[src/rtl/mem_access_unit_if.sv]
// ---------------------------------------------------------------------------
// mem_access_unit_if
// Bundles the MEM-stage request/response handshake and the data-memory
// controller bus of mem_access_unit.
//   req_*          : request from the pipeline (valid/ready handshake)
//   resp_*         : one-cycle completion pulse with load data and error flag
//   mem_*          : word-wide bus to the data-memory controller
// Modports:
//   slave  : the access unit (accepts requests, drives the memory bus)
//   master : the environment (pipeline + memory controller side)
// ---------------------------------------------------------------------------
interface mem_access_unit_if;
  logic        req_valid;
  logic        req_ready;
  logic        req_write;
  logic [1:0]  req_size;
  logic        req_signed;
  logic [31:0] req_addr;
  logic [31:0] req_wdata;
  logic        resp_valid;
  logic [31:0] resp_rdata;
  logic        resp_error;
  logic [31:0] mem_address;
  logic [31:0] mem_write_data;
  logic        mem_write;
  logic [31:0] mem_read_data;

  modport slave (
    input  req_valid, req_write, req_size, req_signed, req_addr, req_wdata,
    output req_ready, resp_valid, resp_rdata, resp_error,
    output mem_address, mem_write_data, mem_write,
    input  mem_read_data
  );

  modport master (
    output req_valid, req_write, req_size, req_signed, req_addr, req_wdata,
    input  req_ready, resp_valid, resp_rdata, resp_error,
    input  mem_address, mem_write_data, mem_write,
    output mem_read_data
  );
endinterface

[src/rtl/mem_access_unit.sv]
// ---------------------------------------------------------------------------
// mem_access_unit
// Initiator side of the data-memory interface. Turns byte/half/word loads
// and stores into whole-word memory cycles: sub-word loads extract a lane
// and sign/zero extend it, sub-word stores do read-modify-write.
// Ports:
//   clk    : system clock
//   reset  : synchronous, active-high reset
//   bus    : mem_access_unit_if.slave (request/response + memory bus)
// Parameters:
//   ADDR_BITS  : byte-address bits backed by memory (bounds check only)
//   RESET_ADDR : mem_address value out of reset
// Optional feature macro: BOUNDS_CHECK_EN
//   Defined   -> requests with req_addr[31:ADDR_BITS] != 0 complete with
//                resp_error and no memory cycle.
//   Undefined -> upper address bits pass through; the controller aliases.
// ---------------------------------------------------------------------------
module mem_access_unit #(
  parameter int unsigned ADDR_BITS  = 10,
  parameter logic [31:0] RESET_ADDR = 32'h0000_0000
) (
  input  logic             clk,
  input  logic             reset,
  mem_access_unit_if.slave bus
);

  typedef enum logic [2:0] {
    S_IDLE    = 3'd0,
    S_READ    = 3'd1,
    S_CAPTURE = 3'd2,
    S_WRITE   = 3'd3,
    S_RESP    = 3'd4
  } state_e;

  localparam logic [1:0] SZ_BYTE = 2'b00;
  localparam logic [1:0] SZ_HALF = 2'b01;
  localparam logic [1:0] SZ_WORD = 2'b10;
  localparam logic [1:0] SZ_ILL  = 2'b11;

  state_e      state_q, state_d;

  // Latched request fields
  logic        write_q;
  logic [1:0]  size_q;
  logic [1:0]  off_q;
  logic        signed_q;
  logic [15:0] wdata_q;

  // Registered outputs
  logic [31:0] mem_address_q, mem_address_d;
  logic [31:0] mem_write_data_q, mem_write_data_d;
  logic        mem_write_q, mem_write_d;
  logic        resp_valid_q, resp_valid_d;
  logic        resp_error_q, resp_error_d;
  logic [31:0] resp_rdata_q, resp_rdata_d;

  logic        accept_s;
  logic        misaligned_s;
  logic        illegal_s;
  logic        oob_s;
  logic        req_err_s;
  logic        needs_read_s;

  // Little-endian lane extraction with optional sign extension.
  function automatic logic [31:0] extract_lane(input logic [31:0] word,
                                               input logic [1:0]  size,
                                               input logic [1:0]  off,
                                               input logic        sgn);
    logic [7:0]  b;
    logic [15:0] h;
    logic [31:0] r;
    b = word[{off, 3'b000} +: 8];
    h = off[1] ? word[31:16] : word[15:0];
    case (size)
      SZ_BYTE: r = {{24{sgn & b[7]}}, b};
      SZ_HALF: r = {{16{sgn & h[15]}}, h};
      SZ_WORD: r = word;
      default: r = 32'h0000_0000;
    endcase
    return r;
  endfunction

  // Overlay the low byte/half of the store data onto the addressed lane.
  function automatic logic [31:0] merge_lane(input logic [31:0] word,
                                             input logic [15:0] wdata,
                                             input logic [1:0]  size,
                                             input logic [1:0]  off);
    logic [31:0] r;
    r = word;
    case (size)
      SZ_BYTE: r[{off, 3'b000} +: 8]        = wdata[7:0];
      SZ_HALF: r[{off[1], 4'b0000} +: 16]   = wdata[15:0];
      default: r = word;
    endcase
    return r;
  endfunction

  assign accept_s     = bus.req_valid && (state_q == S_IDLE);
  assign illegal_s    = (bus.req_size == SZ_ILL);
  assign misaligned_s = ((bus.req_size == SZ_HALF) && bus.req_addr[0]) ||
                        ((bus.req_size == SZ_WORD) && (bus.req_addr[1:0] != 2'b00));
`ifdef BOUNDS_CHECK_EN
  assign oob_s        = |bus.req_addr[31:ADDR_BITS];
`else
  assign oob_s        = 1'b0;
`endif
  assign req_err_s    = illegal_s || misaligned_s || oob_s;
  // Loads and sub-word stores both need the current memory word first.
  assign needs_read_s = !bus.req_write || (bus.req_size != SZ_WORD);

  // State register, latched request fields and registered outputs.
  always_ff @(posedge clk) begin
    if (reset) begin
      state_q          <= S_IDLE;
      write_q          <= 1'b0;
      size_q           <= SZ_BYTE;
      off_q            <= 2'b00;
      signed_q         <= 1'b0;
      wdata_q          <= 16'h0000;
      mem_address_q    <= RESET_ADDR;
      mem_write_data_q <= 32'h0000_0000;
      mem_write_q      <= 1'b0;
      resp_valid_q     <= 1'b0;
      resp_error_q     <= 1'b0;
      resp_rdata_q     <= 32'h0000_0000;
    end else begin
      state_q          <= state_d;
      mem_address_q    <= mem_address_d;
      mem_write_data_q <= mem_write_data_d;
      mem_write_q      <= mem_write_d;
      resp_valid_q     <= resp_valid_d;
      resp_error_q     <= resp_error_d;
      resp_rdata_q     <= resp_rdata_d;
      if (accept_s) begin
        write_q  <= bus.req_write;
        size_q   <= bus.req_size;
        off_q    <= bus.req_addr[1:0];
        signed_q <= bus.req_signed;
        wdata_q  <= bus.req_wdata[15:0];
      end
    end
  end

  // Next-state decode.
  always_comb begin
    state_d = state_q;
    case (state_q)
      S_IDLE: begin
        if (!accept_s) begin
          state_d = S_IDLE;
        end else if (req_err_s) begin
          state_d = S_RESP;
        end else if (needs_read_s) begin
          state_d = S_READ;
        end else begin
          state_d = S_WRITE;
        end
      end
      S_READ:    state_d = S_CAPTURE;
      S_CAPTURE: begin
        if (write_q) begin
          state_d = S_WRITE;
        end else begin
          state_d = S_RESP;
        end
      end
      S_WRITE:   state_d = S_RESP;
      S_RESP:    state_d = S_IDLE;
      default:   state_d = S_IDLE;
    endcase
  end

  // Next values of the registered outputs; pulses follow the next state so
  // mem_write is high exactly in WRITE and resp_valid exactly in RESP.
  always_comb begin
    mem_address_d    = mem_address_q;
    mem_write_data_d = mem_write_data_q;
    resp_rdata_d     = 32'h0000_0000;
    resp_error_d     = 1'b0;
    resp_valid_d     = (state_d == S_RESP);
    mem_write_d      = (state_d == S_WRITE);
    case (state_q)
      S_IDLE: begin
        if (accept_s) begin
          mem_address_d = {bus.req_addr[31:2], 2'b00};
          resp_error_d  = req_err_s;
          if (!req_err_s && !needs_read_s) begin
            mem_write_data_d = bus.req_wdata;
          end else begin
            mem_write_data_d = mem_write_data_q;
          end
        end else begin
          mem_address_d = mem_address_q;
        end
      end
      S_CAPTURE: begin
        if (write_q) begin
          mem_write_data_d = merge_lane(bus.mem_read_data, wdata_q, size_q, off_q);
        end else begin
          resp_rdata_d = extract_lane(bus.mem_read_data, size_q, off_q, signed_q);
        end
      end
      default: begin
        resp_rdata_d = 32'h0000_0000;
      end
    endcase
  end

  assign bus.req_ready      = (state_q == S_IDLE);
  assign bus.resp_valid     = resp_valid_q;
  assign bus.resp_error     = resp_error_q;
  assign bus.resp_rdata     = resp_rdata_q;
  assign bus.mem_address    = mem_address_q;
  assign bus.mem_write_data = mem_write_data_q;
  assign bus.mem_write      = mem_write_q;

endmodule

[src/flat_wrapper.sv]
// flat-port wrapper written by rule: the top's interface ports become plain ports
module mem_access_unit_flat 
#(
  parameter int unsigned ADDR_BITS  = 10,
  parameter logic [31:0] RESET_ADDR = 32'h0000_0000
)
  (clk, reset, bus_req_valid, bus_req_write, bus_req_size, bus_req_signed, bus_req_addr, bus_req_wdata, bus_req_ready, bus_resp_valid, bus_resp_rdata, bus_resp_error, bus_mem_address, bus_mem_write_data, bus_mem_write, bus_mem_read_data);
  mem_access_unit_if bus_i ();
  input  logic clk;
  input  logic reset;
  input wire logic [$bits(bus_i.req_valid)-1:0] bus_req_valid;
  input wire logic [$bits(bus_i.req_write)-1:0] bus_req_write;
  input wire logic [$bits(bus_i.req_size)-1:0] bus_req_size;
  input wire logic [$bits(bus_i.req_signed)-1:0] bus_req_signed;
  input wire logic [$bits(bus_i.req_addr)-1:0] bus_req_addr;
  input wire logic [$bits(bus_i.req_wdata)-1:0] bus_req_wdata;
  output wire logic [$bits(bus_i.req_ready)-1:0] bus_req_ready;
  output wire logic [$bits(bus_i.resp_valid)-1:0] bus_resp_valid;
  output wire logic [$bits(bus_i.resp_rdata)-1:0] bus_resp_rdata;
  output wire logic [$bits(bus_i.resp_error)-1:0] bus_resp_error;
  output wire logic [$bits(bus_i.mem_address)-1:0] bus_mem_address;
  output wire logic [$bits(bus_i.mem_write_data)-1:0] bus_mem_write_data;
  output wire logic [$bits(bus_i.mem_write)-1:0] bus_mem_write;
  input wire logic [$bits(bus_i.mem_read_data)-1:0] bus_mem_read_data;
  assign bus_i.req_valid = bus_req_valid;
  assign bus_i.req_write = bus_req_write;
  assign bus_i.req_size = bus_req_size;
  assign bus_i.req_signed = bus_req_signed;
  assign bus_i.req_addr = bus_req_addr;
  assign bus_i.req_wdata = bus_req_wdata;
  assign bus_req_ready = bus_i.req_ready;
  assign bus_resp_valid = bus_i.resp_valid;
  assign bus_resp_rdata = bus_i.resp_rdata;
  assign bus_resp_error = bus_i.resp_error;
  assign bus_mem_address = bus_i.mem_address;
  assign bus_mem_write_data = bus_i.mem_write_data;
  assign bus_mem_write = bus_i.mem_write;
  assign bus_i.mem_read_data = bus_mem_read_data;
  mem_access_unit #(.ADDR_BITS(ADDR_BITS), .RESET_ADDR(RESET_ADDR)) u_core (.clk(clk), .reset(reset), .bus(bus_i));
endmodule
[config.mk]
export PLATFORM = sky130hd
export DESIGN_NAME = mem_access_unit_flat
export DESIGN_NICKNAME = d
export VERILOG_FILES = /design/src/rtl/mem_access_unit_if.sv /design/src/rtl/mem_access_unit.sv /design/src/flat_wrapper.sv
export SDC_FILE = /design/constraint.sdc
export NUM_CORES = 1
export LEC_CHECK = 0
export CAP_MARGIN = 20
export CELL_PAD_IN_SITES_DETAIL_PLACEMENT = 0
export CELL_PAD_IN_SITES_GLOBAL_PLACEMENT = 1
export CORE_MARGIN = 2
export CORE_UTILIZATION = 29
export DETAILED_ROUTE_END_ITERATION = 7
export PLACE_DENSITY = 0.79
export RECOVER_POWER = 100
export SYNTH_ARGS = -nofsm -noshare
export SYNTH_HDL_FRONTEND = slang
export SYNTH_SLANG_ARGS = --single-unit
[constraint.sdc]
create_clock -name clk -period 1.9 [get_ports clk]
set_input_delay 0.57 -clock clk [delete_from_list [all_inputs] [get_ports clk]]
set_output_delay 0.57 -clock clk [all_outputs]
set_load 0.02 [all_outputs]
-- Word level (Yosys, flattened, before mapping)
Cells that the tools add are included.
- bits in registers: 122
- muxes and demuxes: 14
- reductions and logical operators: 18
- eq/ne operators: 14
- add/sub/neg operators: 2
- shift operators: 5
- bitwise operators: 5
- operator list (kind ; count):
    case mux 32 bit (2 select lines) ; 2
    2-to-1 mux 32 bit ; 3
    case mux 32 bit (3 select lines) ; 1
    bitwise mux 32 bit ; 2
    variable shift 16 x 7 -> 32 bit, first input constant ; 1
    variable shift 8 x 7 -> 32 bit, first input constant ; 1
    variable part select 16 x 7 -> 32 bit ; 1
    variable part select 32 x 6 -> 8 bit ; 1
    variable part select 8 x 7 -> 32 bit ; 1
    2-to-1 mux 16 bit ; 1
    negator 5 -> 7 bit ; 2
    case mux 3 bit (4 select lines) ; 1
    == test 3 x 2 -> 1 bit, second input constant ; 3
    2-to-1 mux 3 bit ; 3
    == test 2 bit, second input constant ; 3
    != test 2 x 1 -> 1 bit, second input constant ; 3
    OR reduction 3 bit ; 2
    == test 2 x 1 -> 1 bit, second input constant ; 2
    logical AND 1 bit ; 4
    AND reduction 4 bit ; 1
    nonzero test 2 bit ; 2
    == test 3 x 1 -> 1 bit, second input constant ; 1
    == test 3 bit, second input constant ; 1
    logical NOT 1 bit ; 3
    other kinds (8) ; 13

-- Longest topological paths before layout
Gate-level depths: netlist of the first run.
- depth after elaboration: 9
- gate-level depth with buffers: 9

-- Worst setup path before layout of the first run
No wires, ideal clock.
- path type: flip-flop to flip-flop
- from: register u_core.off_q[1]
- to: register u_core.mem_write_data_q[19], in the netlist u_core.bus.mem_write_data[19]
- path buffers: 2
- arrival time: 1.950 ns
- setup slack: -0.168 ns
- setup time: 0.118 ns
- required time: 1.782 ns
- cell stages (with the launch flop): 10
- cell sequence: dfxtp_1 inv_1 buf_2 ha_1 nor3b_1 and3_1 buf_2 a221o_1 o221ai_1 nand2_1
- cells in the longest elaborated chain, start to end: 6
- elaborated cells on any way between the ends: 11
- RTL lines (element ; RTL line ; source):
    start, declared ; mem_access_unit.sv:45 ; logic [1:0] off_q;
    start signal, assigned ; mem_access_unit.sv:137 ; off_q <= bus.req_addr[1:0];
    negator 5 -> 7 bit, on equally long branches ; mem_access_unit.sv:92, mem_access_unit.sv:91 ;
    variable part select 16 x 7 -> 32 bit, or another cell as far along ; mem_access_unit.sv:92 ; SZ_HALF: r[{off[1], 4'b0000} +: 16] = wdata[15:0];
    bitwise mux 32 bit, on equally long branches ; mem_access_unit.sv:92, mem_access_unit.sv:91 ;
    case mux 32 bit (2 select lines) (*) ; mem_access_unit.sv:90 ; case (size)
    2-to-1 mux 32 bit (*) ; mem_access_unit.sv:197 ; if (write_q) begin
    case mux 32 bit (2 select lines) (*) ; mem_access_unit.sv:182 ; case (state_q)
    end signal, assigned ; mem_access_unit.sv:129 ; mem_write_data_q <= mem_write_data_d;
    end, declared ; mem_access_unit.sv:51 ; logic [31:0] mem_write_data_q, mem_write_data_d;
Mark *: on every way between the ends. The rest lies on a longest branch, timed or not. The select of a mux whose other input is x is not followed.
A chain may end at the register's enable or synchronous reset.

-- Final worst setup path of the first run
- from: register u_core.off_q[0]
- to: register u_core.mem_write_data_q[19], in the netlist u_core.bus.mem_write_data[19]
- cells in the longest elaborated chain, start to end: 6
- elaborated cells on any way between the ends: 7
- RTL lines (element ; RTL line ; source):
    negator 5 -> 7 bit (*) ; mem_access_unit.sv:91 ; SZ_BYTE: r[{off, 3'b000} +: 8] = wdata[7:0];
    variable part select 8 x 7 -> 32 bit or variable shift 8 x 7 -> 32 bit (tied branches) ; mem_access_unit.sv:91 ;
    bitwise mux 32 bit (*) ; mem_access_unit.sv:91 ;
    case mux 32 bit (2 select lines) (*) ; mem_access_unit.sv:90 ;
    2-to-1 mux 32 bit (*) ; mem_access_unit.sv:197 ;
    case mux 32 bit (2 select lines) (*) ; mem_access_unit.sv:182 ;
Marks and branches as above.

==> results.rst, run 1 <==
.. list-table::
   :header-rows: 1

   * - Metric
     - Value
   * - Type of the tightest min-delay check
     - reg2reg
   * - Layout overhead on the synthesized area
     - 60.49%
   * - Critical Path Max Stage Delay
     - between 0.3 and 0.4 ns
   * - Initial antenna violation count
     - 0
   * - Clock buffers created by TritonCTS
     - 17
   * - Fraction of synthesized area in multiplexers
     - around 2.3%
   * - Critical-path top delay cell
     - sky130_fd_sc_hd__dfxtp_2
   * - Post-DR wirelength/cell
     - approximately 17 µm
   * - GPL Wtd Cong
     - 0.8968
   * - Distinct cells, synth
     - 50
   * - Static leakage power
     - just under 4 nW
   * - Required time at the endpoint of the critical path
     - approximately 2.2 ns
   * - Clock-pin transition on the worst setup and hold timing paths
     - 0.06 ns
   * - Number of max-slew violations in the final report
     - 0
   * - Met3 wirelength from detailed routing
     - approximately 1800 µm
   * - Number of placed cells counting well taps
     - 1202
   * - Beginning of the worst hold path
     - u_core.bus.mem_write_data[16]
   * - Final-layout worst hold slack
     - between 0.4 and 0.5 ns
   * - CP startpoint
     - u_core.off_q[0]
   * - Estimated wirelength of the detail-placed design
     - between 15000 and 20000 µm
   * - Critical Path Source Type
     - flip-flop
   * - Std-Cell Rows
     - 50
   * - Final cell count without fillers
     - 1236
   * - Commonest register cell after synthesis
     - sky130_fd_sc_hd__dfxtp_1
   * - Setup Crit Path Kind
     - reg2reg
   * - Measured slew at the worst slew-check pin
     - 0.7455 ns
   * - Source-to-sink clock delay at the later pin of the worst-skew pair
     - ~0.42 ns
   * - Launch instance of the worst register-to-register path
     - u_core.off_q[0]
   * - CTS tree
     - yes
   * - Number of global-route vias before repair
     - 6050
   * - Core ar.
     - about 0.019 mm²
   * - Cell types with the largest area share after synthesis
     - sky130_fd_sc_hd__dfxtp_1 (43%), sky130_fd_sc_hd__nand2_1 (11%), sky130_fd_sc_hd__a21oi_1 (8.1%), sky130_fd_sc_hd__o21ai_0 (3.7%), sky130_fd_sc_hd__a31oi_1 (3.0%)
   * - Gate Count Post-Synth
     - roughly 710
   * - Xor/xnor cell area share of the yosys netlist
     - 0%
   * - Sequential element share of the synthesized area
     - around 43%
   * - Number of DRC violations after detailed-routing iteration 0
     - 445
   * - Clk Tree Root Cell
     - sky130_fd_sc_hd__clkbuf_16
   * - Share of final-layout standard cells stronger than drive strength 1
     - about 17%
   * - Filler cell count
     - ~1900
   * - WL final
     - approximately 21000 µm
   * - Overall die area
     - between 0.02 and 0.025 mm²
   * - Overall overflow remaining after global route
     - 0
   * - Critical Path, Cell by Cell
     - inv_2 > ha_4 > nor3b_1 > and3_1 > buf_4 > a221o_1 > o221ai_1 > nand2_1
   * - Unrepaired setup endpoints after global routing
     - false
   * - Die H
     - about 140 µm
   * - Synth Area in Compound Gates
     - between 20% and 30%
   * - Main combinational cell family by area after synthesis
     - compound AO/OA/AOI/OAI gates
   * - Finish-stage setup viols
     - 0
   * - Minimum clock period
     - roughly 1.8 ns
   * - Worst rel slew slack
     - between 50% and 60%
   * - Adder-cell area share of the yosys netlist
     - approximately 1.1%
   * - Number of primary I/O pins
     - slightly above 200
   * - Uppermost layer routed
     - met4
   * - Cell type with the largest total area after synthesis
     - sky130_fd_sc_hd__dfxtp_1
   * - Via count of the routed design
     - between 6000 and 7000
   * - Number of design rule violations left after detail routing
     - 0
   * - Drt first pass iters
     - 5
   * - Netlist area before placement
     - roughly 0.0056 mm²
   * - Post-layout worst setup margin
     - approximately 0.057 ns
   * - Final ANT Viol Nets
     - 0
   * - Worst IR drop on VDD
     - roughly 0.00063 V
   * - Metal2 WL
     - just over 10000 µm
   * - Clock skew
     - approximately 0.009 ns
   * - Max-cap violations
     - 0
   * - Diode insertion count for antenna repair
     - 0
   * - Arr. time, crit path
     - about 2.2 ns
   * - Status
     - finished clean
   * - Power, Total
     - approximately 7.7 mW
   * - Initial core utilization
     - 29.83%
   * - Final hold viol count
     - 0
   * - Cell area power density
     - around 850 mW/mm²
   * - Pin count of the biggest net entering global routing
     - 44
   * - CTS sink count
     - around 120
   * - H-tree levels
     - 4
   * - Total routing resource utilization after global routing
     - between 20% and 30%
   * - Count of input and output buffers
     - 200
   * - Count of flip-flops with a built-in enable after synthesis
     - 0
   * - Kind of end point of the critical path
     - flip-flop
   * - Die X-Extent
     - 143.4 µm
   * - Max Clk Rate
     - about 540 MHz
   * - Fraction of the mapped netlist area in simple logic gates
     - ~19%
   * - Top fanout value on the critical path
     - 7
   * - Met1 WL
     - 8976 µm
   * - Pre-CTS setup slack
     - -0.4913 ns
   * - Number of buffers inserted by hold repair at cts
     - 0
   * - Worst-case clock buffer depth
     - 2
   * - Share of async-settable or async-resettable flops after synthesis
     - 0%
   * - Drt via density
     - around 5.1
   * - #FFs+latches synth
     - ~120
   * - YS warnings
     - 0
   * - Fin nets
     - between 1000 and 1500
   * - Average footprint of a synthesized cell
     - 7.961 µm²
   * - Final clock period utilization by the worst path
     - between 90% and 100%
   * - Wire length of the first global-routing pass
     - 32700 µm
   * - Final setup TNS
     - 0 ns
   * - Area share of the leading cell type in the synthesized netlist
     - 43.33%
## registers in the layout (all words and copies together), names as in the netlist
name                       count
u_core.bus.resp_rdata         32
u_core.off_q                   2
u_core.bus.mem_write           1
u_core.signed_q                1
u_core.size_q                  2
u_core.bus.resp_valid          1
u_core.bus.mem_address        30
u_core.bus.mem_write_data     32
u_core.write_q                 1
u_core.state_q                 3
u_core.wdata_q                16
u_core.bus.resp_error          1
## Yosys cell counts, types with 3 or more instances
| library cell | n |
|---|---|
| sky130_fd_sc_hd__nand2_1 | 158 |
| sky130_fd_sc_hd__dfxtp_1 | 122 |
| sky130_fd_sc_hd__a21oi_1 | 91 |
| sky130_fd_sc_hd__o21ai_0 | 42 |
| sky130_fd_sc_hd__clkbuf_1 | 30 |
| sky130_fd_sc_hd__nor2_1 | 29 |
| sky130_fd_sc_hd__a31oi_1 | 27 |
| sky130_fd_sc_hd__buf_2 | 22 |
| sky130_fd_sc_hd__o21ai_1 | 22 |
| sky130_fd_sc_hd__nor3b_1 | 16 |
| sky130_fd_sc_hd__a221oi_1 | 12 |
| sky130_fd_sc_hd__a22o_1 | 11 |
| sky130_fd_sc_hd__nor2b_1 | 11 |
| sky130_fd_sc_hd__a2bb2oi_1 | 9 |
| sky130_fd_sc_hd__a211oi_1 | 8 |
| sky130_fd_sc_hd__o21a_1 | 8 |
| sky130_fd_sc_hd__a22oi_1 | 7 |
| sky130_fd_sc_hd__mux2_2 | 7 |
| sky130_fd_sc_hd__o2bb2ai_1 | 7 |
| sky130_fd_sc_hd__and3_1 | 6 |
| sky130_fd_sc_hd__buf_1 | 6 |
| sky130_fd_sc_hd__nor3_1 | 6 |
| sky130_fd_sc_hd__ha_1 | 5 |
| sky130_fd_sc_hd__mux2i_1 | 5 |
| sky130_fd_sc_hd__inv_1 | 4 |
| sky130_fd_sc_hd__a222oi_1 | 3 |
| sky130_fd_sc_hd__buf_4 | 3 |
| sky130_fd_sc_hd__buf_6 | 3 |
## cell families after synthesis
kind of cell	count (synthesis)
flops	122
other cells	1
compound gates	259
fa+ha+maj	5
buf+inv	68
simple gates	241
mux	12
## through the flow
| step | util (%) | cell area [µm²] |
|---|---|---|
| 2_1_floorplan | - | 5658 |
| 3_3_place_gp | 44.97 | 8497 |
| 3_5_place_dp | 44.97 | 8497 |
| 4_1_cts | 48.06 | 9080 |
| 5_1_grt | 47.88 | 9046 |
| 6_report | 47.88 | 9046 |
## power by group
| part | internal, mW | switching [mW] | total, mW |
|---|---|---|---|
| combinational | 0.732 | 0.867 | 1.60 |
| clock | 2.06 | 1.22 | 3.28 |
| sequential | 2.68 | 0.0911 | 2.77 |
| total | 5.47 | 2.18 | 7.65 |
## critical path, delay by kind of cell, from the launching register on
kind | cells | cell delay, ns
AO/OA/AOI/OAI | 2 | 0.46
flip-flops | 1 | 0.32
adder cells (fa/ha/maj) | 1 | 0.22
buffers and inverters | 2 | 0.26
AND/OR/NAND/NOR | 3 | 0.46
## timing repair
action                                  CTS  global route
endpoints found under the setup margin  118            39
buffers inserted                          3             0
endpoints found under the hold margin     0             0
gates cloned                              2             0
pin swaps                                 6             6
resized for setup                       111            20
## cells in the final DEF, fill, tap and decap left out, types with 3 or more instances in the layout
| master | count |
|---|---|
| sky130_fd_sc_hd__clkbuf_1 | 5 |
| sky130_fd_sc_hd__a22oi_1 | 7 |
| sky130_fd_sc_hd__clkbuf_2 | 4 |
| sky130_fd_sc_hd__a31oi_1 | 26 |
| sky130_fd_sc_hd__buf_6 | 3 |
| sky130_fd_sc_hd__clkdlybuf4s50_1 | 95 |
| sky130_fd_sc_hd__o2bb2ai_1 | 7 |
| sky130_fd_sc_hd__buf_4 | 85 |
| sky130_fd_sc_hd__o21ai_0 | 44 |
| sky130_fd_sc_hd__o21ai_1 | 20 |
| sky130_fd_sc_hd__dfxtp_2 | 3 |
| sky130_fd_sc_hd__dlygate4sd2_1 | 97 |
| sky130_fd_sc_hd__nor3_2 | 3 |
| sky130_fd_sc_hd__a211oi_1 | 5 |
| sky130_fd_sc_hd__nor2b_1 | 11 |
| sky130_fd_sc_hd__clkinv_4 | 6 |
| sky130_fd_sc_hd__a221oi_1 | 10 |
| sky130_fd_sc_hd__o21a_1 | 8 |
| sky130_fd_sc_hd__nor3_1 | 5 |
| sky130_fd_sc_hd__and3_1 | 6 |
| sky130_fd_sc_hd__nor2_1 | 29 |
| sky130_fd_sc_hd__a211oi_2 | 3 |
| sky130_fd_sc_hd__a2bb2oi_1 | 9 |
| sky130_fd_sc_hd__bufinv_16 | 3 |
| sky130_fd_sc_hd__clkinv_2 | 3 |
| sky130_fd_sc_hd__buf_12 | 6 |
| sky130_fd_sc_hd__mux2_2 | 7 |
| sky130_fd_sc_hd__a222oi_1 | 3 |
| sky130_fd_sc_hd__a21oi_1 | 90 |
| sky130_fd_sc_hd__nand2_1 | 158 |
| sky130_fd_sc_hd__mux2i_1 | 5 |
| sky130_fd_sc_hd__a22o_1 | 11 |
| sky130_fd_sc_hd__dfxtp_1 | 119 |
| sky130_fd_sc_hd__nor3b_1 | 16 |
| sky130_fd_sc_hd__clkbuf_16 | 17 |
## cell type report
cell class	instances	area, µm²	share of cell area (%)
Inverter	4	15.01	0.1660
Sequential cell	122	2446	27.04
Multi-Input combinational cell	519	2972	32.85
Timing Repair Buffer	300	2689	29.72
Tap cell	260	325.3	3.596
Clock buffer	17	425.4	4.703
Clock inverter	14	173.9	1.923
## layer usage
layer	up-vias	GRT usage, %
li1	3023	-
met1	2927	25.60
met2	292	34.81
met3	23	5.598
met4	0	6.192
met5	-	0
## path summary, 6_finish.rpt
kind,end,slack (ns),depth (start not counted)
setup reg to reg,u_core.bus.mem_write_data[19],0.06,8
hold reg to reg,u_core.bus.mem_write_data[16],0.45,2
setup / recovery,u_core.bus.mem_write_data[19],0.06,8
hold / removal,u_core.bus.mem_write_data[16],0.45,2
Power figures use the tool's default switching activity.
==> run 2: changes to the inputs <==
CAP_MARGIN = not set   (was 20)
==> results of run 2 <==
The final DEF is identical to that of run 1; final timing and power are the same.
